<file path="src/rtl/toggle_pulse_decoder.sv">
// Receive-side decoder for a toggle-signalled event line: synchronises tin,
// filters short level changes and emits one pulse per accepted toggle.
module toggle_pulse_decoder #(
    parameter int unsigned SYNC_STAGES = 2,
    parameter int unsigned FILT_CYCLES = 3,
    parameter int unsigned CNT_W       = 8
) (
    input  logic             clk,
    input  logic             rst,
    input  logic             tin,
    input  logic             en,
    input  logic             clr_cnt,
    output logic             pout,
    output logic             level,
    output logic             glitch,
    output logic [CNT_W-1:0] evt_cnt,
    output logic             busy
);

    localparam int unsigned FCNT_W = 4;

    localparam logic [1:0] ST_IDLE    = 2'd0;
    localparam logic [1:0] ST_TRACK   = 2'd1;
    localparam logic [1:0] ST_CONFIRM = 2'd2;
    localparam logic [1:0] ST_PULSE   = 2'd3;

    logic [SYNC_STAGES-1:0] sync_q;
    logic                   tin_s;
    logic                   en_q;
    logic                   ref_q;
    logic [1:0]             state;
    logic [1:0]             state_next;
    logic [FCNT_W-1:0]      fcnt;
    logic [FCNT_W-1:0]      fcnt_next;
    logic [FCNT_W-1:0]      fcnt_inc;
    logic                   glitch_next;

    assign tin_s    = sync_q[SYNC_STAGES-1];
    assign fcnt_inc = fcnt + FCNT_W'(1);
    assign level    = ref_q;

    // Multi-flop synchroniser; the only place tin is sampled.
    always_ff @(posedge clk) begin
        if (rst) begin
            sync_q <= '0;
        end else begin
            sync_q <= {sync_q[SYNC_STAGES-2:0], tin};
        end
    end

    // Registered enable so no input reaches the decode logic unflopped.
    always_ff @(posedge clk) begin
        if (rst) begin
            en_q <= 1'b0;
        end else begin
            en_q <= en;
        end
    end

    // State, filter count, accepted level and registered Moore outputs.
    always_ff @(posedge clk) begin
        if (rst) begin
            state  <= ST_IDLE;
            fcnt   <= '0;
            ref_q  <= 1'b0;
            glitch <= 1'b0;
            pout   <= 1'b0;
            busy   <= 1'b0;
        end else begin
            state  <= state_next;
            fcnt   <= fcnt_next;
            glitch <= glitch_next;
            pout   <= (state_next == ST_PULSE);
            busy   <= (state_next == ST_CONFIRM) || (state_next == ST_PULSE);
            if (state == ST_PULSE) begin
                ref_q <= ~ref_q;
            end
        end
    end

    // Next-state: detect a level change, confirm it for FILT_CYCLES samples.
    always_comb begin
        state_next  = state;
        fcnt_next   = fcnt;
        glitch_next = 1'b0;
        case (state)
            ST_IDLE: begin
                state_next = ST_TRACK;
            end
            ST_TRACK: begin
                if (en_q && (tin_s != ref_q)) begin
                    if (FILT_CYCLES == 1) begin
                        state_next = ST_PULSE;
                    end else begin
                        state_next = ST_CONFIRM;
                        fcnt_next  = FCNT_W'(1);
                    end
                end
            end
            ST_CONFIRM: begin
                if (!en_q) begin
                    state_next = ST_TRACK;
                end else if (tin_s == ref_q) begin
                    state_next  = ST_TRACK;
                    glitch_next = 1'b1;
                end else begin
                    fcnt_next = fcnt_inc;
                    if (fcnt_inc == FCNT_W'(FILT_CYCLES)) begin
                        state_next = ST_PULSE;
                    end
                end
            end
            ST_PULSE: begin
                state_next = ST_TRACK;
            end
            default: begin
                state_next = ST_IDLE;
            end
        endcase
    end

    // Saturating event counter; clear has priority over the increment.
    always_ff @(posedge clk) begin
        if (rst || clr_cnt) begin
            evt_cnt <= '0;
        end else if ((state == ST_PULSE) && (evt_cnt != {CNT_W{1'b1}})) begin
            evt_cnt <= evt_cnt + CNT_W'(1);
        end
    end

endmodule
</file>
<file path="config.mk">
export PLATFORM = sky130hd
export DESIGN_NAME = toggle_pulse_decoder
export DESIGN_NICKNAME = d
export VERILOG_FILES = /design/src/rtl/toggle_pulse_decoder.sv
export SDC_FILE = /design/constraint.sdc
export NUM_CORES = 1
export LEC_CHECK = 0
export BUFFER_PORTS_ARGS = -buffer_cell sky130_fd_sc_hd__buf_2
export CORE_MARGIN = 2
export CORE_UTILIZATION = 48
export DETAILED_ROUTE_END_ITERATION = 7
export GPL_TIMING_DRIVEN = 0
export PLACE_DENSITY = 0.76
export SYNTH_ARGS = -nofsm -noshare
export SYNTH_HDL_FRONTEND = slang
export SYNTH_SLANG_ARGS = --single-unit
</file>
<file path="constraint.sdc">
create_clock -name clk -period 1.5 [get_ports clk]
set_input_delay 0 -clock clk [delete_from_list [all_inputs] [get_ports clk]]
set_output_delay 0 -clock clk [all_outputs]
set_load 0.05 [all_outputs]
</file>
==> results by stage, run 1 <==
Cells and area:
- The finished layout holds 160 standard cells, fillers aside.
- The post-layout instance area is 1200 um2.
- Counting the fill cells in the layout gives 176.
- The area growth from synthesis to layout is 22.9%.
- The number of antenna repair diodes is 0.
- The layout cell share with drive strength beyond 1 is 29.3%.
- The final layout contains 145 nets.

Worst setup path:
- At the worst endpoint, the required time is 1.72 ns.
- The worst setup path is captured at a flop.
- The category of the worst setup path launch point is a flop.
- For the worst setup path, the data arrival time is 1.62 ns.
- The largest fanout on the critical path is 4.
- The type of the setup path with the least slack is flop to flop.
- The critical register-to-register path startpoint is level.
- The beginning of the critical path is level.

Synthesis:
- The largest family of logic cells by synthesized area is simple AND/OR/NAND/NOR gates.
- The number of distinct library cells after synthesis is 33.
- During synthesis, Yosys emitted a total of 0 warnings.
- Synthesis inferred 20 register bits.
- The cell count after synthesis is 111.
- The arithmetic-cell share of the synthesized area counting full adders, half adders and majority gates is 7.67%.
- After synthesis, the mean cell area works out to 8.81 um2.
- The cell area that synthesis handed to floorplanning was between 900 and 1000 um2.
- The share of the Yosys chip area taken by registers is between 40% and 50%.
- The multiplexer share of the synthesized area is approximately 1.2%.
- After synthesis, the cell types taking the most area are sky130_fd_sc_hd__dfxtp_1 41%, sky130_fd_sc_hd__ha_1 7.7%, sky130_fd_sc_hd__nor2_1 5.0%.
- The xor and xnor fraction of the mapped netlist area is 3.58%.
- The top-area cell type share of the netlist area is 40.9%.
- Counting every net in the synthesized netlist gives 122.
- The cell type with the highest aggregate area in the netlist is sky130_fd_sc_hd__dfxtp_1.
- The simple-gate share of the synthesized area is around 23%.
- The fraction of the mapped netlist area in compound gates is 20.1%.

Timing:
- Setup violations remaining at the end of the flow were counted as 0.
- The total count of hold-check failures in the final report is 0.
- The final worst-path cycle share is between 90% and 100%.
- The transition at the pin with the smallest max-transition slack is 0.485 ns.
- Setup repair after global routing left no endpoint under its margin.
- Across the routed clock network, the largest skew measured is 0.00135 ns.
- The maximum clock frequency is between 700 and 800 MHz.
- The max-slew violation count is 0.
- In this run the tightest slew margin relative to its limit is approximately two thirds.
- The final period demand of the worst path is 1.40 ns.

Global routing:
- The first global-routing pass estimated 3430 um of wire.
- The via count of the first global-routing pass is 813.
- The initial antenna violation count is 0.
- Global routing finished with a remaining overflow of 0.
- The maximum number of pins on one net before global-route repair is 12.
- The global routing usage summed across all routing layers is 17.8%.

Power:
- The worst IR drop on VDD is 0.591 mV.
- The leakage dissipation is 0.467 nW.
- Internal power comes to 0.720 mW.
- In this run, the clock network consumes 32.6% of the power.
- Combinational logic is responsible for 8.1% of the overall power.
- Summed over all nets, the switching power comes to 0.211 mW.
- The fraction of power spent switching nets is a little under a quarter.
- Per report_power, the sequential group accounts for 59.3% of the total.
- For this design the ratio of total power to cell area is 775 nW/um2.

Clock tree:
- The clock latency of the later-clocked register in the worst-skew pair is 0.29 ns.
- The maximum clock insertion buffer count is 2.
- In this run the post-CTS setup repair buffer count came out at 0.
- TritonCTS built the clock tree.
- Clock-pin slew was measured on the worst setup and hold paths at around 0.11 ns.
- The number of H-tree levels is 1.
- The number of clock sinks is 20.
- The tree is rooted in a sky130_fd_sc_hd__clkbuf_4.
- The number of clock buffers added by TritonCTS is 3.

Worst hold path:
- In this run the worst hold path is classified as input port to flop.
- The worst hold path begins at clr_cnt.

Detailed routing:
- The first routing iteration left 24 violations.
- The average routed wire per standard cell is 12.0 um.
- The count of antenna-violating nets left after detailed routing is 0.
- The routed design has around 1900 um of wire.
- For this run, design rule violations remaining after detail routing come to 0.
- The number of detailed-routing iterations run before antenna repair is 4.
- The total number of vias is between 800 and 900.
- The via density per instance is 5.39.

Placed design:
- The half-perimeter wire length after detailed placement is 1460 um.
- The number of cells in the design after placement is 154.
- In this run the tool buffered the top-level ports with 16 buffer cells.
- The placed cell area is 1100 um2.
- Routability-driven placement finished with a final weighted congestion of 0.800.

Floorplan:
- The starting utilization of the core area is 50.4%.
- The die boundary width is between 40 and 50 um.
- The floorplan step set the die height to between 40 and 50 um.
- The die outline area is 2420 um2.
- For this design the top-level I/O count stands at 17.
- In this run the standard cell core region covers ~2000 um2.
- The initialized floorplan defines 16 standard-cell rows.

Flow run:
- Across the run, the number of max-cap violations was 0.

Run status:
- The run finished with clean final reports.
==> state kept, by name (all words and copies together) (netlist names) <==
register / count
busy: 1
sync_q: 2
en_q: 1
pout: 1
fcnt: 4
glitch: 1
state: 1
evt_cnt: 8
level: 1
==> power groups by stage <==
| stage | sequential [mW] | clock (mW) | combinational, mW |
|---|---|---|---|
| after floorplan | 0.559 | 0 | 0.0513 |
| after global placement | 0.559 | 0 | 0.0663 |
| after detailed placement | 0.561 | 0 | 0.0691 |
| after CTS | 0.549 | 0.314 | 0.0738 |
| after global routing | 0.554 | 0.340 | 0.0842 |
| final | 0.552 | 0.304 | 0.0757 |
==> layout make-up <==
| type | instances | area [um2] | area share, % |
|---|---|---|---|
| buffer | 1 | 3.75 | 0.312 |
| clock buffer | 4 | 36.3 | 3.02 |
| inverter | 9 | 33.8 | 2.81 |
| multi-input combinational | 81 | 582 | 48.4 |
| sequential | 20 | 413 | 34.3 |
| tap | 27 | 33.8 | 2.81 |
| timing repair buffer | 18 | 100 | 8.32 |
==> synthesized netlist by cell type, drive strengths merged <==
cell	count
nand2	4
o22ai	1
or2	1
nand4	1
o21ai	4
o32ai	2
a21o	2
nor4	2
o31ai	1
nor3	5
xnor2	2
nor2	13
clkbuf	1
and3	3
ha	6
a2bb2oi	1
a31oi	5
nor2b	5
a311oi	1
mux2	1
a211oi	4
nand2b	1
dfxtp	20
a211o	1
inv	9
a21oi	4
and4	2
nand3	6
xor2	2
a21boi	1
==> critical path: stages, from the launching register on <==
cell                      delay, ns
sky130_fd_sc_hd__dfxtp_2       0.36
sky130_fd_sc_hd__xnor2_1       0.39
sky130_fd_sc_hd__o21ai_1       0.10
sky130_fd_sc_hd__a211o_1       0.33
sky130_fd_sc_hd__a31oi_1       0.14
==> layer usage <==
metal	up-vias	share of wire, %	global-route usage [%]
met2	21	49	30.4
met5	-	0	0
met4	0	0.42	5.24
li1	448	-	-
met3	2	3.9	3.37
met1	392	47	22.6
==> logic make-up (layout without fill, tap and decap cells) <==
| kind of cell | after synthesis | count (layout) |
|---|---|---|
| simple gates | 43 | 43 |
| compound gates | 27 | 27 |
| flops | 20 | 20 |
| buf+inv | 10 | 32 |
| fa+ha+maj | 6 | 6 |
| xor+xnor | 4 | 4 |
| mux | 1 | 1 |
==> layout by cell type, fill, tap and decap left out, types with 4 or more instances in the layout <==
cell,n
sky130_fd_sc_hd__nand2_1,4
sky130_fd_sc_hd__nand3_1,6
sky130_fd_sc_hd__nor2_1,13
sky130_fd_sc_hd__inv_1,9
sky130_fd_sc_hd__buf_2,16
sky130_fd_sc_hd__a21oi_1,4
sky130_fd_sc_hd__nor3_1,4
sky130_fd_sc_hd__dfxtp_2,10
sky130_fd_sc_hd__a31oi_1,4
sky130_fd_sc_hd__dfxtp_1,10
sky130_fd_sc_hd__nor2b_1,5
==> path summary, 6_finish.rpt <==
| path | slack, ns | cells past startpoint | end |
|---|---|---|---|
| worst max-delay path | 0.10 | 4 | state[0] |
| worst min-delay path | 0.03 | 4 | evt_cnt[5] |
| worst max register to register | 0.10 | 4 | state[0] |
| worst min register to register | 0.46 | 1 | sync_q[1] |
==> through the flow <==
| stage | setup TNS, ns | utilization, % | worst slack [ns] | total power, mW | hold slack (ns) |
|---|---|---|---|---|---|
| 3_3_place_gp | -0.0158 | 56.7 | -0.0158 | 0.626 | 0.210 |
| 6_report | 0 | 61.9 | 0.102 | 0.931 | 0.0261 |
| 3_5_place_dp | -0.0851 | 56.7 | -0.0420 | 0.630 | 0.215 |
| 2_1_floorplan | 0 | - | 0.0163 | 0.610 | 0.128 |
| 4_1_cts | 0 | 59.9 | 0.0176 | 0.937 | 0.0184 |
| 5_1_grt | 0 | 61.9 | 0.00768 | 0.977 | 0.0299 |
==> timing repair <==
| action | CTS | global route |
|---|---|---|
| hold buffers | 2 | 0 |
| pin swaps | 0 | 0 |
| gates resized for setup | 1 | 9 |
| endpoints found under the setup margin | 3 | 8 |
| endpoints found under the hold margin | 2 | 0 |
No activity file was read; power rests on OpenSTA's default activity.
==> run 2, diff against run 1 <==
Settings changed: BUFFER_PORTS_ARGS -buffer_cell sky130_fd_sc_hd__buf_2 to -buffer_cell sky130_fd_sc_hd__buf_4.
==> run 2 against run 1 <==
Compared with the run above:
- global-route usage up 0.73 points
- cell count up 0.63%
- register-to-register slack worse by 0.04 ns
- largest power group unchanged
- critical endpoint unchanged
- design area up 6.0%
- clock power up 44%
- via count up 4.5%
- highest routed layer unchanged
- critical path type unchanged
==> results by stage, run 2 (synthesis gave the netlist of run 1 again) <==
Run status:
- The flow ran to the end, and the final reports show no timing, DRC or antenna violations.

Worst setup path:
- The cell count along the critical path is 4.
- The slowest stage of the critical path is the sky130_fd_sc_hd__xnor2_1 cell.
- Setup slack on the worst reg-to-reg path comes out at 0.07 ns.
- The maximum cell stage delay along the critical path is between 0.3 and 0.4 ns.
- The largest fanout on the critical path is 4.
- The type of the setup path with the least slack is flop to flop.
- In this run the worst setup path terminates at state[0].
- The critical path starts at level.
- The capturing point of the worst reg2reg path is state[0].
- The critical path goes through xnor2_1 > o21ai_1 > a211o_1 > a31oi_1.
- The capturing element type of the critical path is a flop.
- The required time of the critical path is approximately 1.7 ns.
- STA classifies the critical path startpoint as a flop.
- The endpoint arrival time on the critical path is between 1.5 and 2 ns.
- The startpoint identified for the worst register-to-register timing path is level.
- The category of cells accounting for the largest share of critical-path delay is compound AO/OA/AOI/OAI gates.
- The worst register-to-register path has a depth of 4.
- The count of buffer and inverter cells on the critical path is 0.

Global routing:
- Global routing finished with a remaining overflow of 0.
- The initial antenna violation count is 0.
- The global routing usage summed across all routing layers is 18.5%.
- The wire length of the first global-routing pass is 3530 um.
- The via count of the first global-routing pass was 817.
- Entering global routing, the biggest net connects 13 pins.

Floorplan:
- The count of pins on the block boundary is 17.
- The core region is 1940 um2.
- In this run the vertical extent of the chip is 49.2 um.
- Measured along the x axis, the die boundary spans 49.2 um.
- The starting utilization of the core area is roughly half.
- The floorplan step defined a die boundary enclosing between 2000 and 2500 um2.
- Row generation in the floorplan step produced 16 rows.

Timing:
- The total count of hold-check failures in the final report came to 0.
- The final period demand of the worst path is approximately 1.4 ns.
- Setup violations remaining at the end of the flow were counted as 0.
- The max-slew violation count was 0.
- At the pin with the least slew margin, the transition time is 0.466 ns.
- The final worst-path cycle share is 95.6%.
- Clock skew on the completed layout was measured at 0.0128 ns.
- The final hold slack is 0.0299 ns.
- The relative max-transition margin is 68.9%.
- The maximum clock frequency is between 600 and 700 MHz.

Power:
- Summed over all cells, the static leakage comes to 0.491 nW.
- After layout, the design draws a total of ~1.1 mW.
- The worst IR drop on VDD is 0.526 mV.
- The power per cell area is between 800 and 900 nW/um2.

Cells and area:
- The number of flip-flops in the largest register is 8.
- Leaving out fill and tap cells, the most frequent cells in the layout are 16 x sky130_fd_sc_hd__buf_4, 13 x sky130_fd_sc_hd__nor2_1, 10 x sky130_fd_sc_hd__dfxtp_2, 10 x sky130_fd_sc_hd__dfxtp_1, 9 x sky130_fd_sc_hd__inv_1.
- In the final layout, the registers with the most flip-flops are evt_cnt (8), fcnt (4), sync_q (2).
- The post-layout utilization of the core is 65.7%.
- After filler insertion, the fill cell instance count of the layout stands at 175.
- The number of antenna diodes in the final layout is 0.
- The post-layout instance area is around 1300 um2.
- The area growth from synthesis to layout is 30.3%.
- In the final design database the tool counted ~150 nets.
- The register with the most flip-flops is evt_cnt.
- The most frequent standard cell in the layout excluding fill and tap cells is sky130_fd_sc_hd__buf_4.
- The layout cell share with drive strength beyond 1 is between 20% and 30%.

Placed design:
- The wire-length estimate of the detail-placed layout is 1480 um.
- In this run the tool buffered the top-level ports with 16 buffer cells.
- Summing all placed instances gives a cell area of 1140 um2.
- The routability congestion estimate from global placement is 0.800.

Detailed routing:
- After detailed routing, the number of remaining DRC violations is 0.
- The number of DRC violations after detailed-routing iteration 0 is 25.
- The average routed wire per standard cell is about 13 um.
- Dividing the detail-routed via count by the number of cells gives 5.60.
- The detailed-route wire length is 2120 um.
- The count of antenna-violating nets left after detailed routing is 0.
- The routed layout has 902 vias.
- The number of detailed-routing iterations run before antenna repair is 4.

Worst hold path:
- In this run the most critical hold path is launched from clr_cnt.
- The tightest min-delay check is of the input port to flop type.

Clock tree:
- CTS saw 20 sinks.
- The clock-pin slew on the worst setup and hold paths is roughly 0.12 ns.
- CTS built an H-tree with a depth of 1.
- The clock passes through at most 2 buffers.
- The buffer cell driving the clock tree root is sky130_fd_sc_hd__clkbuf_4.
- The clock latency of the later-clocked register in the worst-skew pair is 0.30 ns.
- TritonCTS built the clock tree.
- The total CTS buffers is 3.

Flow run:
- The number of maximum-capacitance violations is 0.
run 2: cell types whose count changed in the layout (fill, tap and decap cells not counted):
cell,before,now
sky130_fd_sc_hd__buf_4,0,16
sky130_fd_sc_hd__dlygate4sd3_1,2,3
sky130_fd_sc_hd__o22ai_1,1,0
sky130_fd_sc_hd__clkbuf_8,1,0
sky130_fd_sc_hd__buf_2,16,0
sky130_fd_sc_hd__bufinv_16,0,1
sky130_fd_sc_hd__o22ai_2,0,1
run 2: stage by stage:
stage          cells  setup TNS (ns)  worst slack, ns
4_1_cts          161               0           0.0281
6_report         161               0           0.0667
3_3_place_gp     154         -0.0162          -0.0162
3_5_place_dp     154          -0.104          -0.0582
2_1_floorplan    111               0           0.0163
5_1_grt          161        -0.00582         -0.00582
run 2: layout make-up:
class / count / area [um2] / area share (%)
tap: 27 / 33.8 / 2.65
inverter: 9 / 33.8 / 2.65
sequential: 20 / 413 / 32.4
multi-input combinational: 81 / 588 / 46.1
clock inverter: 1 / 30.0 / 2.36
timing repair buffer: 19 / 150 / 11.8
clock buffer: 3 / 22.5 / 1.77
buffer: 1 / 3.75 / 0.294
run 2: power breakdown:
part           internal, mW  switching, mW  leakage [nW]  total (mW)
Combinational        0.0374         0.0456         0.296      0.0830
Sequential            0.541         0.0107         0.167       0.551
Clock                 0.270          0.168        0.0279       0.438
Total                 0.848          0.224         0.491        1.07
run 2: layer usage:
metal	part of all wire, %	track usage [%]
met2	52	31.5
met5	0	0
met1	44	23.2
met4	0.57	7.14
met3	2.9	3.07
run 2: worst min path at each step:
stage | endpoint | slack [ns] | cells past startpoint
floorplan | en_q | 0.13 | 1
global placement | en_q | 0.21 | 2
detailed placement | en_q | 0.22 | 2
CTS | evt_cnt[5] | 0.01 | 4
global route | evt_cnt[5] | 0.02 | 4
finish | evt_cnt[3] | 0.03 | 4
run 2: timing repair:
action | in CTS | in global routing
gates resized for setup | 2 | 9
endpoints found under the hold margin | 3 | 0
setup buffers | 0 | 0
hold buffers | 3 | 0
setup endpoints to repair | 3 | 8
run 2: worst min-delay path: stages:
cell and delay, ns:
sky130_fd_sc_hd__buf_4 0.09, sky130_fd_sc_hd__nor2_1 0.07, sky130_fd_sc_hd__o21ai_0 0.08, sky130_fd_sc_hd__a31oi_1 0.04
==> run 3, diff against run 2 <==
Settings changed: CELL_PAD_IN_SITES_DETAIL_PLACEMENT from default to 0, CELL_PAD_IN_SITES_GLOBAL_PLACEMENT from default to 1, CORE_UTILIZATION 48 to 36, PLACE_DENSITY 0.76 to 0.75.
==> run 3 against run 2 <==
Compared with the run above:
- clock skew fell by 0.0046 ns
- sequential power barely moved
- worst hold slack improved by 0.42 ns
- critical endpoint is now pout
- combinational power rose by 6.9%
- worst setup slack improved by 0.016 ns
- power fell by 10%
- largest cell class unchanged
- highest routed layer unchanged
==> results by stage, run 3 (synthesis gave the netlist of run 1 again) <==
Run status:
- The flow ran to the end, and the final reports show no timing, DRC or antenna violations.

Floorplan:
- The core region is roughly 2500 um2.
- The vertical die dimension is approximately 56 um.
- The die outline area is 3150 um2.
- The count of pins on the block boundary is 17.
- The floorplan step set the die width to approximately 56 um.
- The initial utilization of the core area, before any placement, comes to between 30% and 40%.
- The count of standard-cell rows is 18.

Worst setup path:
- The critical register-to-register path startpoint is fcnt[1].
- On the worst path, the slowest cell contributes a delay of 0.42 ns.
- The critical path starts at fcnt[1].
- The largest fanout on the critical path is 5.
- The worst setup path is captured at a flop.
- STA classifies the critical path startpoint as a flop.
- Traced cell by cell, the critical path runs through ha_2 > a21boi_0 > a21o_1 > a31oi_4 > a211oi_2.
- The cell with the largest stage delay on the worst path is sky130_fd_sc_hd__dfxtp_1.
- The type of the setup path with the least slack is flop to flop.
- The endpoint arrival time on the critical path is 1.65 ns.
- The required time of the critical path is about 1.7 ns.

Power:
- The fraction of power spent switching nets is 23.7%.
- The combinational share of power is 9.2%.
- The fraction of power consumed by sequential logic is 57.4%.
- The fraction of power consumed by the clock network is 33.4%.
- For this design the static power due to leakage is approximately 0.48 nW.
- Power spread over the standard cell area amounts to roughly 760 nW/um2.
- The internal power summed over all cells is around 0.73 mW.
- The analysis attributes to net switching a power of 0.228 mW.
- Across the VDD grid, the largest voltage drop is approximately 0.61 mV.

Placed design:
- The count of input and output buffers is 16.
- After legalization and detailed placement, the total HPWL measured 1470 um.
- The congestion estimate from routability-driven global placement came to between 0.7 and 0.8.
- In this run the cell area measured after placement is around 1100 um2.
- The number of cells in the design after placement is 157.

Cells and area:
- In the final layout, the registers with the most flip-flops are evt_cnt (8), fcnt (4), sync_q (2).
- The repair_antennas step left the layout with diodes totalling 0.
- The register with the most flip-flops in the layout has 8 of them.
- The number of cells in the finished layout apart from fillers is 165.
- Relative to the synthesized area, the layout overhead comes to 29.4%.
- Cells with a size suffix above 1 make up 30.4% of the layout.
- The post-layout net count is about 150.
- The library cell used most frequently in the layout, excluding fill and tap cells, is sky130_fd_sc_hd__buf_4.
- The library cells used most frequently in the layout, excluding fill and tap cells, are 16 x sky130_fd_sc_hd__buf_4, 12 x sky130_fd_sc_hd__nor2_1, 11 x sky130_fd_sc_hd__dfxtp_1.
- The register with the most flip-flops is evt_cnt.
- The finished cells cover 1270 um2.

Global routing:
- Entering global routing, the biggest net connects 12 pins.
- In the global route stage, overall resource usage came out at 13.0%.
- The initial antenna violation count is 0.
- The first global-routing pass estimated 3330 um of wire.
- The via count of the first global-routing pass is around 760.
- The overflow left after global routing is 0.

Clock tree:
- The maximum clock insertion buffer count is 2.
- The total CTS buffers is 3.
- In this run the clock root is driven by a sky130_fd_sc_hd__clkbuf_4.
- The number of H-tree levels is 1.
- The number of clock sinks is 20.
- TritonCTS built the clock tree.
- For the worst-skew pair, the clock arrives at the later sink with an insertion delay of 0.30 ns.
- Clock-pin slew was measured on the worst setup and hold paths at approximately 0.12 ns.

Timing:
- The total of endpoints with negative setup slack in the final report is 0.
- Counting I/O delays and the setup requirement, the final critical path takes 1.42 ns.
- Setup repair after global routing could not meet its margin everywhere.
- Derived from the worst setup path, the maximum achievable clock frequency is 706 MHz.
- Headroom to the max-slew limit came out at approximately 67%.
- The worst clock skew is 0.00818 ns.
- After layout, the worst path uses between 90% and 100% of the clock period.
- The transition at the pin with the smallest max-transition slack is between 0.4 and 0.5 ns.
- The max-slew violation count was 0.
- The total count of hold-check failures in the final report is 0.

Detailed routing:
- The number of DRC violations after detailed-routing iteration 0 is 32.
- In the routed layout, each cell is associated on average with a via count of 5.35.
- The detail route stage leaves a number of antenna-violating nets equal to 0.
- Summing over every cut layer, the via total after detailed routing is 883.
- The average routed wire per standard cell is 12.7 um.
- In the routed design, unresolved DRC markers number 0.
- After detailed routing, the total wire length is 2090 um.
- The number of detailed-routing iterations run before antenna repair is 4.

Worst hold path:
- The startpoint identified for the worst hold timing path is en.
- The worst min-delay path category is input port to flop.

Flow run:
- Across the run, the number of max-cap violations was 0.
## run 3: metal layers
metal	global-route usage [%]	part of all wire, %	up-vias	wire length [um]
li1	-	-	455	-
met1	17.4	47	405	984
met2	20.8	48	21	996
met3	4.19	4.4	2	92
met4	2.04	0.72	0	15
met5	0	0	-	0
## run 3: what timing repair did
action | 4_1_cts | 5_1_grt
hold endpoints to repair | 5 | 0
pin swaps | 0 | 1
endpoints found under the setup margin | 4 | 7
gates cloned | 0 | 0
gates resized for setup | 2 | 9
setup buffers | 0 | 0
hold buffers | 4 | 0
## run 3: worst paths after layout
check,endpoint,slack (ns),cells past startpoint
hold / removal,en_q,0.45,3
setup reg to reg,pout,0.08,5
hold reg to reg,sync_q[1],0.45,1
setup / recovery,pout,0.08,5
## run 3: metrics by stage
stage / TNS (ns) / hold WS, ns / worst slack [ns] / utilization, % / power, mW
2_1_floorplan: 0 / 0.128 / 0.0163 / - / 0.610
3_3_place_gp: -0.0670 / 0.211 / -0.0376 / 45.4 / 0.631
3_5_place_dp: -0.0771 / 0.221 / -0.0402 / 45.4 / 0.632
4_1_cts: 0 / 0.441 / 0.0147 / 48.8 / 0.959
5_1_grt: -0.0224 / 0.450 / -0.0224 / 50.2 / 1.00
6_report: 0 / 0.449 / 0.0829 / 50.2 / 0.961
## run 3: final cells by class
class                   count  area (um2)
flip-flops and latches     20         412
inverters                   9        33.8
fillers                   261        1260
multi-input cells          81         583
clock buffers               4        36.3
plain buffers               1        3.75
repair buffers             20         160
well taps                  30        37.5
## run 3: critical path: cells and delay by family (launching register included)
kind	cells	cell delay, ns
AOI/OAI and AO/OA	4	0.70
DFF	1	0.42
adders and majority gates	1	0.25
## run 3: power by group through the flow
stage	Combinational, mW	Sequential [mW]	Clock [mW]
after global placement	0.0713	0.560	0
after floorplan	0.0513	0.559	0
after global routing	0.0972	0.553	0.351
after CTS	0.0802	0.548	0.330
after detailed placement	0.0717	0.560	0
final	0.0887	0.551	0.321
